==> config.mk <==
export PLATFORM = sky130hd
export DESIGN_NAME = pb_serial_frontend
export DESIGN_NICKNAME = d
export VERILOG_FILES = /design/src/rtl/pb_serial_frontend.sv
export SDC_FILE = /design/constraint.sdc
export NUM_CORES = 1
export LEC_CHECK = 0
export CORE_MARGIN = 1.5
export CORE_UTILIZATION = 49
export DETAILED_ROUTE_END_ITERATION = 8
export PLACE_DENSITY = 0.75
export SYNTH_ARGS = -nofsm -noshare
export SYNTH_HDL_FRONTEND = slang
export SYNTH_SLANG_ARGS = --single-unit
==> constraint.sdc <==
create_clock -name clk -period 1.6 [get_ports clk]
set_input_delay 0.32 -clock clk [delete_from_list [all_inputs] [get_ports clk]]
set_output_delay 0.32 -clock clk [all_outputs]
set_load 0.02 [all_outputs]
==> src/rtl/pb_serial_frontend.sv <==
// rtl/pb_serial_frontend.sv - synchronise, debounce and strobe the push-button bit clock with its data bit
module pb_serial_frontend #(
  parameter int DB_CYCLES = 2,
  parameter int CNT_W     = $clog2(DB_CYCLES + 1)
) (
  input  logic       clk,
  input  logic       rst,
  input  logic       clkpb,
  input  logic       serin,
  output logic       strobe,
  output logic       serout,
  output logic       pb_db,
  output logic [7:0] press_cnt
);

  typedef enum logic [1:0] {IDLE, PRESS_WAIT, PRESSED, RELEASE_WAIT} state_t;

  localparam logic [CNT_W-1:0] CNT_ONE  = CNT_W'(1);
  localparam logic [CNT_W-1:0] CNT_LAST = CNT_W'(DB_CYCLES - 1);

  logic             pb_m, pb_s;
  logic             ser_m, ser_s;
  state_t           st;
  logic [CNT_W-1:0] cnt;

  // Serial line idles high, so its synchroniser resets to 1.
  always_ff @(posedge clk) begin
    if (rst) begin
      pb_m  <= 1'b0;
      pb_s  <= 1'b0;
      ser_m <= 1'b1;
      ser_s <= 1'b1;
    end else begin
      pb_m  <= clkpb;
      pb_s  <= pb_m;
      ser_m <= serin;
      ser_s <= ser_m;
    end
  end

  always_ff @(posedge clk) begin
    if (rst) begin
      st        <= IDLE;
      cnt       <= '0;
      strobe    <= 1'b0;
      serout    <= 1'b1;
      pb_db     <= 1'b0;
      press_cnt <= 8'd0;
    end else begin
      strobe <= 1'b0;
      case (st)
        IDLE: begin
          if (pb_s) begin
            cnt <= CNT_ONE;
            if (DB_CYCLES == 1) begin
              st        <= PRESSED;
              pb_db     <= 1'b1;
              strobe    <= 1'b1;
              serout    <= ser_s;
              press_cnt <= press_cnt + 8'd1;
            end else begin
              st <= PRESS_WAIT;
            end
          end else begin
            cnt <= '0;
          end
        end
        PRESS_WAIT: begin
          if (!pb_s) begin
            st  <= IDLE;
            cnt <= '0;
          end else if (cnt == CNT_LAST) begin
            st        <= PRESSED;
            cnt       <= '0;
            pb_db     <= 1'b1;
            strobe    <= 1'b1;
            serout    <= ser_s;
            press_cnt <= press_cnt + 8'd1;
          end else begin
            cnt <= cnt + CNT_ONE;
          end
        end
        PRESSED: begin
          if (!pb_s) begin
            cnt <= CNT_ONE;
            if (DB_CYCLES == 1) begin
              st    <= IDLE;
              pb_db <= 1'b0;
            end else begin
              st <= RELEASE_WAIT;
            end
          end
        end
        RELEASE_WAIT: begin
          // A short low run is release bounce: go back without a second strobe.
          if (pb_s) begin
            st  <= PRESSED;
            cnt <= '0;
          end else if (cnt == CNT_LAST) begin
            st    <= IDLE;
            cnt   <= '0;
            pb_db <= 1'b0;
          end else begin
            cnt <= cnt + CNT_ONE;
          end
        end
        default: begin
          st    <= IDLE;
          cnt   <= '0;
          pb_db <= 1'b0;
        end
      endcase
    end
  end

endmodule
# Yosys cells after proc, flatten, opt, wreduce, memory -nomap -nowiden
# Index checks and enable logic that the tools add are counted.
# op_classes
eq_ne	12
n_reduce_logical	6
add_sub_neg	2
n_bitwise	2
n_mux	19
# op_table
cell	count
$mux 2	10
$pmux 2 s4	2
$ne 2x2->1 const B	6
$add 8x1->8 const B	1
$mux 1	6
$ne 3x3->1 const B	2
$reduce_and 5->1	1
$eq 2x1->1 const B	2
$eq 2x2->1 const B	2
$reduce_and 4->1	1
$reduce_and 3->1	1
$reduce_or 3->1	1
$add 2x1->2 const B	1
$logic_not 2->1	1
$not 1->1	2
$pmux 1 s2	1
$reduce_bool 2->1	1
# totals
wordCells	51
inputBits	4
output_inout_bits	11
register_bits	19

# Longest topological paths before layout
# Gate-level depths: netlist of run 1.
# depth
depth_word	4
ltp_mapped	4
ltp_nobuf	4

# Worst setup path after synthesis of run 1
# No wires, ideal clock.
# synth_path
kind	register to register
start	register press_cnt[0]
end	register press_cnt[6]
n_path_buf	0
path_stages_with_launch	5
required_time_ps	1530
period_less_slack_ps	1502
setup_ps	70
slack_ps	98
arrival_ps	1432
cell_sequence	dfxtp_1 > ha_1 > nand3b_4 > or4_1 > a21oi_1
# synth_via
elab_chain_cells	1
# synth_rtl
element	line_no	text
start: declaration	13	output logic [7:0] press_cnt
start signal: assignment	60	press_cnt <= press_cnt + 8'd1;
start signal: assignment	78	press_cnt <= press_cnt + 8'd1;
$add 8x1->8	78	
# Every way passes these cells.
# A chain may end at the register's enable or synchronous reset.

# Final worst setup path of run 1
# layout_path
start	register strobe
end	output port strobe
# layout_rtl
element	line_no	text
start: declaration	10	output logic strobe,
start signal: assignment	45	strobe <= 1'b0;
start signal: assignment	50	strobe <= 1'b0;
start signal: assignment	58	strobe <= 1'b1;
# No word-level cell between the ends.

==> reports/metrics.csv, run 1 <==
metric,value,unit
slowest CP cell,sky130_fd_sc_hd__clkdlybuf4s50_1,
source-to-sink clock delay at the later pin of the worst-skew pair,0.28,ns
residual antenna-violating net count after detailed routing,0,
routability congestion estimate from global placement,0.784,
mean routed wirelength per cell,12.9,µm
wire length of the first global-routing pass,2.70,mm
final-report setup violation count,0,
area share of the largest cell type after synthesis,0.463,
H-tree lvl count,1,
final routed DRC violation total,0,
worst-path fanout max,1,
Ports,15,
IO Port Bufs,14,
number of distinct library cells after synthesis,31,
Setup Skew,0.00178,ns
Critical Path End Type,primary output,
number of standard-cell rows in the floorplan,14,
dominant cell type by area after synthesis,sky130_fd_sc_hd__dfxtp_1,
most common flop cell mapped by yosys,sky130_fd_sc_hd__dfxtp_1,
routed wire length,1.53,mm
total clock buffers created by CTS,3,
data required time at the worst endpoint,1.28,ns
All-Layer GR Usage,0.188,
"share of synthesized cell area in and, or, nand and nor gates",0.294,
"FFs w/ async S/R, synth",0,
final sum of negative setup slack,0,ns
clock root cell,sky130_fd_sc_hd__clkbuf_4,
Clock Power Share,0.304,
largest stage delay on the critical path,0.59,ns
maximum number of buffers from clock root to sink,2,
leakage power,0.515,nW
setup fix buffers added after clock tree synthesis,0,
multiplexer share of the synthesized area,0.0137,
pin count of the biggest net entering global routing,13,
cell types with the highest counts after synthesis,"sky130_fd_sc_hd__dfxtp_1 (19), sky130_fd_sc_hd__a21oi_1 (9), sky130_fd_sc_hd__o31ai_1 (5)",
vias per cell,5.73,
HPWL Detailed,1.09,mm
total of flip-flops plus latches after synthesis,19,
Arrival @ worst endpoint,1.20,ns
global-route layer with the greatest usage,met2,
number of nets produced by synthesis,90,
number of warnings issued by yosys,0,
relative slew slack,0.757,
global-route met3 utilization,0.0375,
synthesized area per cell,9.66,µm²
sinks on the clock net,19,
count of maximum capacitance violations,0,
cell area after synthesis,821,µm²
HP Class,flip-flop to flip-flop,
violation count after the first detailed-routing iteration,17,
initial antenna violation count,0,
CP cell instances,clkdlybuf4s50_1,
final period demand of the worst path,1.52,ns
Comb pwr share,0.066,
via count of the routed design,682,
layout overhead on the synthesized area,23.5,%
CTS tree,built,
count of endpoints failing hold in the final timing report,0,
kind of cell with the highest combined delay on the critical path,buffers and inverters,
portion of the clock cycle consumed by the worst path in the final layout,0.948,
largest vdd supply drop,0.643,mV
fraction of layout cells with a size suffix above 1,0.136,
dominant combinational cell family by area after synthesis,simple AND/OR/NAND/NOR gates,
post-synthesis compound-gate area fraction,0.152,
Final Net Count,109,
achievable frequency,659,MHz
met2 layer usage reported by global route,0.288,
vias in the first global route,655,
cell with the most instances after synthesis,sky130_fd_sc_hd__dfxtp_1,
overall die area,0.00193,mm²
Chip Width,43.9,µm
core area,0.00154,mm²
number of synthesized flops with an enable pin,0,
initial core utilization,0.532,
count of non-filler cells in the finished layout,119,
path type of the worst setup path,flip-flop to primary output,
post-synthesis cell count,85,
CTS Hold Buffers Added,0,
first-pass iteration count of the detailed router,6,
share of the synthesized netlist area taken by xor and xnor gates,0.0107,
slew at the pin closest to its max-slew limit,0.355,ns
antenna diode instance count,0,
Final Hold Slack,0.424,ns
GR met1 Demand/Resource,0.247,
outcome,completed,
clock-pin slew of the registers on the worst-case setup and hold paths,0.11,ns
die extent in y,43.9,µm
net switching component of the power,0.174,mW
fin util,0.657,
number of buffer and inverter stages on the critical path,1,
sequential share of the synthesized area,0.463,
setup repair after global routing missed its margin,false,
GR Overflow Total,0,
CP startpoint kind,flip-flop,
PD cells,769,mW/mm²
# placed instances,115,
Sequential Power Share,0.630,
fraction of the mapped netlist area in adder cells,0.0152,
Int Pwr,0.606,mW
main area contributors after synthesis,"sky130_fd_sc_hd__dfxtp_1 (46%), sky130_fd_sc_hd__a21oi_1 (5.5%), sky130_fd_sc_hd__nand3b_4 (4.9%), sky130_fd_sc_hd__o31ai_1 (4.6%), sky130_fd_sc_hd__or4_1 (3.7%)",
Max Slew Vio Count,0,
switch share,0.223,
## per-stage QoR
stage	instance area, µm²	total power, mW	worst slack, ns
2_1_floorplan	821	0.529	0.0980
6_report	1010	0.779	0.0825
3_3_place_gp	988	0.552	0.118
4_1_cts	1010	0.789	0.0118
5_1_grt	1010	0.819	0.0168
3_5_place_dp	988	0.554	0.114
## cell usage in the layout (no fill, tap or decap)
| master | n |
|---|---|
| sky130_fd_sc_hd__xnor2_1 | 1 |
| sky130_fd_sc_hd__inv_1 | 3 |
| sky130_fd_sc_hd__a2111oi_0 | 1 |
| sky130_fd_sc_hd__nor2b_1 | 3 |
| sky130_fd_sc_hd__nor4_1 | 1 |
| sky130_fd_sc_hd__dlymetal6s2s_1 | 3 |
| sky130_fd_sc_hd__nand3b_4 | 2 |
| sky130_fd_sc_hd__clkdlybuf4s50_1 | 4 |
| sky130_fd_sc_hd__o22ai_1 | 1 |
| sky130_fd_sc_hd__nand3_1 | 4 |
| sky130_fd_sc_hd__nand2b_1 | 2 |
| sky130_fd_sc_hd__ha_1 | 1 |
| sky130_fd_sc_hd__dfxtp_1 | 19 |
| sky130_fd_sc_hd__or2_2 | 2 |
| sky130_fd_sc_hd__or3_1 | 2 |
| sky130_fd_sc_hd__or4_1 | 4 |
| sky130_fd_sc_hd__nand4b_4 | 1 |
| sky130_fd_sc_hd__and2b_1 | 1 |
| sky130_fd_sc_hd__nor3_1 | 2 |
| sky130_fd_sc_hd__o31ai_1 | 5 |
| sky130_fd_sc_hd__nand2_1 | 4 |
| sky130_fd_sc_hd__clkbuf_1 | 1 |
| sky130_fd_sc_hd__o211ai_1 | 1 |
| sky130_fd_sc_hd__clkbuf_4 | 3 |
| sky130_fd_sc_hd__nand4_1 | 1 |
| sky130_fd_sc_hd__buf_4 | 5 |
| sky130_fd_sc_hd__mux2_2 | 1 |
| sky130_fd_sc_hd__and3_1 | 1 |
| sky130_fd_sc_hd__dlygate4sd2_1 | 7 |
| sky130_fd_sc_hd__and3b_1 | 1 |
| sky130_fd_sc_hd__a21oi_1 | 9 |
| sky130_fd_sc_hd__nor2_1 | 3 |
| sky130_fd_sc_hd__o21ai_0 | 4 |
## layer usage
| layer | vias up | wire (µm) |
|---|---|---|
| li1 | 344 | - |
| met1 | 320 | 756 |
| met2 | 16 | 695 |
| met3 | 2 | 59 |
| met4 | 0 | 19 |
| met5 | - | 0 |
## layout make-up
| type | instances | area [µm²] |
|---|---|---|
| well taps | 16 | 20.0 |
| repair buffers | 19 | 176 |
| multi-input cells | 58 | 399 |
| inverters | 3 | 11.3 |
| clock buffers | 4 | 26.3 |
| fillers | 130 | 528 |
| flip-flops and latches | 19 | 380 |
## kinds of logic (layout without fill, tap and decap cells)
| family | after synthesis | in the layout |
|---|---|---|
| AND/OR/NAND/NOR | 34 | 34 |
| XOR/XNOR | 1 | 1 |
| adder cells (fa/ha/maj) | 1 | 1 |
| multiplexers | 1 | 1 |
| flip-flops | 19 | 19 |
| AO/OA/AOI/OAI | 21 | 21 |
| buffers and inverters | 8 | 26 |
## power groups by stage
stage               Combinational [mW]  Sequential [mW]  Clock, mW
floorplan                       0.0246            0.505          0
global placement                0.0510            0.501          0
detailed placement              0.0522            0.502          0
CTS                             0.0523            0.491      0.246
global route                    0.0551            0.492      0.272
finish                          0.0512            0.491      0.237
## sequential cells by signal, indices dropped and copies added, names as in the netlist, named ones only
signal / count
serout: 1
pb_m: 1
ser_m: 1
pb_s: 1
press_cnt: 8
cnt: 2
pb_db: 1
ser_s: 1
st: 1
strobe: 1
## what timing repair did
item | 4_1_cts | 5_1_grt
endpoints found under the setup margin | 7 | 3
gates cloned | 0 | 0
resized for setup | 7 | 3
## path summary, 6_finish.rpt
check	start	endpoint	slack, ns	cells after the start
max reg2reg	press_cnt[0]$_SDFFE_PP0P_	press_cnt[6]$_SDFFE_PP0P_	0.12	4
max	strobe$_SDFF_PP0_	strobe	0.08	1
min	ser_m$_SDFF_PP1_	ser_s$_SDFF_PP1_	0.42	1
min reg2reg	ser_m$_SDFF_PP1_	ser_s$_SDFF_PP1_	0.42	1
Power figures use the tool's default switching activity.
==> run 2: changes to the inputs <==
--- a/config.mk
+++ b/config.mk
@@ -5,10 +5,12 @@
 export SDC_FILE = /design/constraint.sdc
 export NUM_CORES = 1
 export LEC_CHECK = 0
+export CAP_MARGIN = 20
 export CORE_MARGIN = 1.5
 export CORE_UTILIZATION = 49
 export DETAILED_ROUTE_END_ITERATION = 8
 export PLACE_DENSITY = 0.75
+export SLEW_MARGIN = 30
 export SYNTH_ARGS = -nofsm -noshare
 export SYNTH_HDL_FRONTEND = slang
 export SYNTH_SLANG_ARGS = --single-unit
==> constraint.sdc (replaced) <==
create_clock -name clk -period 1.6 [get_ports clk]
set_input_delay 0.32 -clock clk [delete_from_list [all_inputs] [get_ports clk]]
set_output_delay 0.32 -clock clk [all_outputs]
set_load 0.05 [all_outputs]
==> reports/metrics.csv, run 2 (synthesized netlist as in run 1, its figures left out) <==
metric,value,unit
outcome,completed,
GR Overflow Total,0,
slew at the pin closest to its max-slew limit,0.409,ns
Metal-1 WL,694,µm
wire length of the first global-routing pass,2.26,mm
final period demand of the worst path,1.45,ns
sinks on the clock net,19,
initial antenna violation count,0,
fin util,0.673,
PostCTS Resize Cnt,0,
first-pass iteration count of the detailed router,4,
IO Port Bufs,14,
maximum number of buffers from clock root to sink,2,
CP startpoint,press_cnt[0]$_SDFFE_PP0P_,
CTS tree,built,
largest reg by FF count,press_cnt,
Ports,15,
final routed DRC violation total,0,
path type of the worst setup path,flip-flop to flip-flop,
layout overhead on the synthesized area,26.4,%
total clock buffers created by CTS,3,
Filler cells,122,
pin count of the biggest net entering global routing,19,
routed wire length,1.37,mm
achievable frequency,691,MHz
clock-pin slew of the registers on the worst-case setup and hold paths,0.11,ns
kind of cell with the highest combined delay on the critical path,simple AND/OR/NAND/NOR gates,
leakage power,0.471,nW
"leading cell type in the layout, fill and taps excluded",sky130_fd_sc_hd__dfxtp_1,
die extent in y,43.9,µm
CTS Hold Buffers Added,0,
final-report setup violation count,0,
largest stage delay on the critical path,0.48,ns
top sig layer,met4,
launch instance of the worst register-to-register path,press_cnt[0]$_SDFFE_PP0P_,
final sum of negative setup slack,0,ns
final worst-path setup slack,0.152,ns
data required time at the worst endpoint,1.84,ns
All-Layer GR Usage,0.157,
Arrival @ worst endpoint,1.68,ns
largest vdd supply drop,0.602,mV
number of buffer and inverter stages on the critical path,0,
Chip Width,43.9,µm
overall die area,0.00193,mm²
H-tree lvl count,1,
Critical Path End Type,flip-flop,
"final std cell area, no fill",0.00104,mm²
initial core utilization,0.532,
slowest CP cell,sky130_fd_sc_hd__or4_1,
vias per cell,5.67,
via count of the routed design,663,
routability congestion estimate from global placement,0.777,
source-to-sink clock delay at the later pin of the worst-skew pair,0.30,ns
Final Net Count,107,
fraction of layout cells with a size suffix above 1,0.248,
count of endpoints failing hold in the final timing report,0,
largest registers ranked by flip-flop count,"press_cnt x8, cnt x2",
"top library cells by usage in the layout, fill and taps aside","sky130_fd_sc_hd__dfxtp_1 (17), sky130_fd_sc_hd__a21oi_1 (9), sky130_fd_sc_hd__buf_4 (9)",
PD cells,765,mW/mm²
CP cell instances,"ha_1, nand3b_4, or4_1, a21oi_1",
flip-flop count of the largest register after layout,8,
setup repair after global routing missed its margin,false,
portion of the clock cycle consumed by the worst path in the final layout,0.905,
CP startpoint kind,flip-flop,
met3 routed wirelength,72,µm
Setup Skew,0.00616,ns
clock root cell,sky130_fd_sc_hd__clkbuf_4,
HP Class,flip-flop to flip-flop,
antenna diode instance count,0,
Max Slew Vio Count,0,
Post-Place Worst Slack,0.108,ns
core area,0.00154,mm²
worst hold start,ser_m$_SDFF_PP1_,
sum of met2 wire segment lengths after detailed routing,582,µm
cell area reported after detailed placement,0.00101,mm²
setup fix buffers added after clock tree synthesis,0,
number of standard-cell rows in the floorplan,14,
total power,0.794,mW
vias in the first global route,542,
relative slew slack,0.720,
HPWL Detailed,1.03,mm
count of maximum capacitance violations,0,
violation count after the first detailed-routing iteration,23,
residual antenna-violating net count after detailed routing,0,
worst-path fanout max,6,
mean routed wirelength per cell,11.7,µm
## run 2: cell types whose count changed in the layout (fill, tap and decap cells not counted), sizes merged
cell,change
buf,+9
dlygate4sd2,-7
dlymetal6s2s,-3
clkdlybuf4s50,-1
## run 2: metal layers
| metal | vias to the layer above | track usage |
|---|---|---|
| met4 | 0 | 0.0727 |
| met3 | 2 | 0.0250 |
| met5 | - | 0 |
| met1 | 295 | 0.226 |
| met2 | 24 | 0.229 |
| li1 | 342 | - |
## run 2: cell type report
cell class              instances  area [µm²]  area share
well taps                      16        20.0      0.0193
clock buffers                   4        26.3      0.0253
multi-input cells              58         399       0.385
repair buffers                 17         198       0.191
flip-flops and latches         19         383       0.369
inverters                       3        11.3      0.0109
## run 2: worst paths after layout
| kind | end | slack, ns | cells past startpoint |
|---|---|---|---|
| hold reg to reg | ser_s$_SDFF_PP1_ | 0.44 | 1 |
| setup reg to reg | press_cnt[6]$_SDFFE_PP0P_ | 0.15 | 4 |
| hold / removal | ser_s$_SDFF_PP1_ | 0.44 | 1 |
| setup / recovery | press_cnt[6]$_SDFFE_PP0P_ | 0.15 | 4 |
## run 2: metrics by stage
step	hold slack, ns	instances
global placement	0.397	113
floorplan	0.389	85
finish	0.436	117
detailed placement	0.415	113
CTS	0.440	117
global route	0.456	117
## run 2: where the power goes
group          leakage [nW]  total, mW  internal, mW  switching [mW]
logic                 0.301     0.0586        0.0250          0.0336
registers             0.155      0.491         0.483         0.00801
clock network        0.0150      0.244        0.0971           0.147
total                 0.471      0.794         0.605           0.188
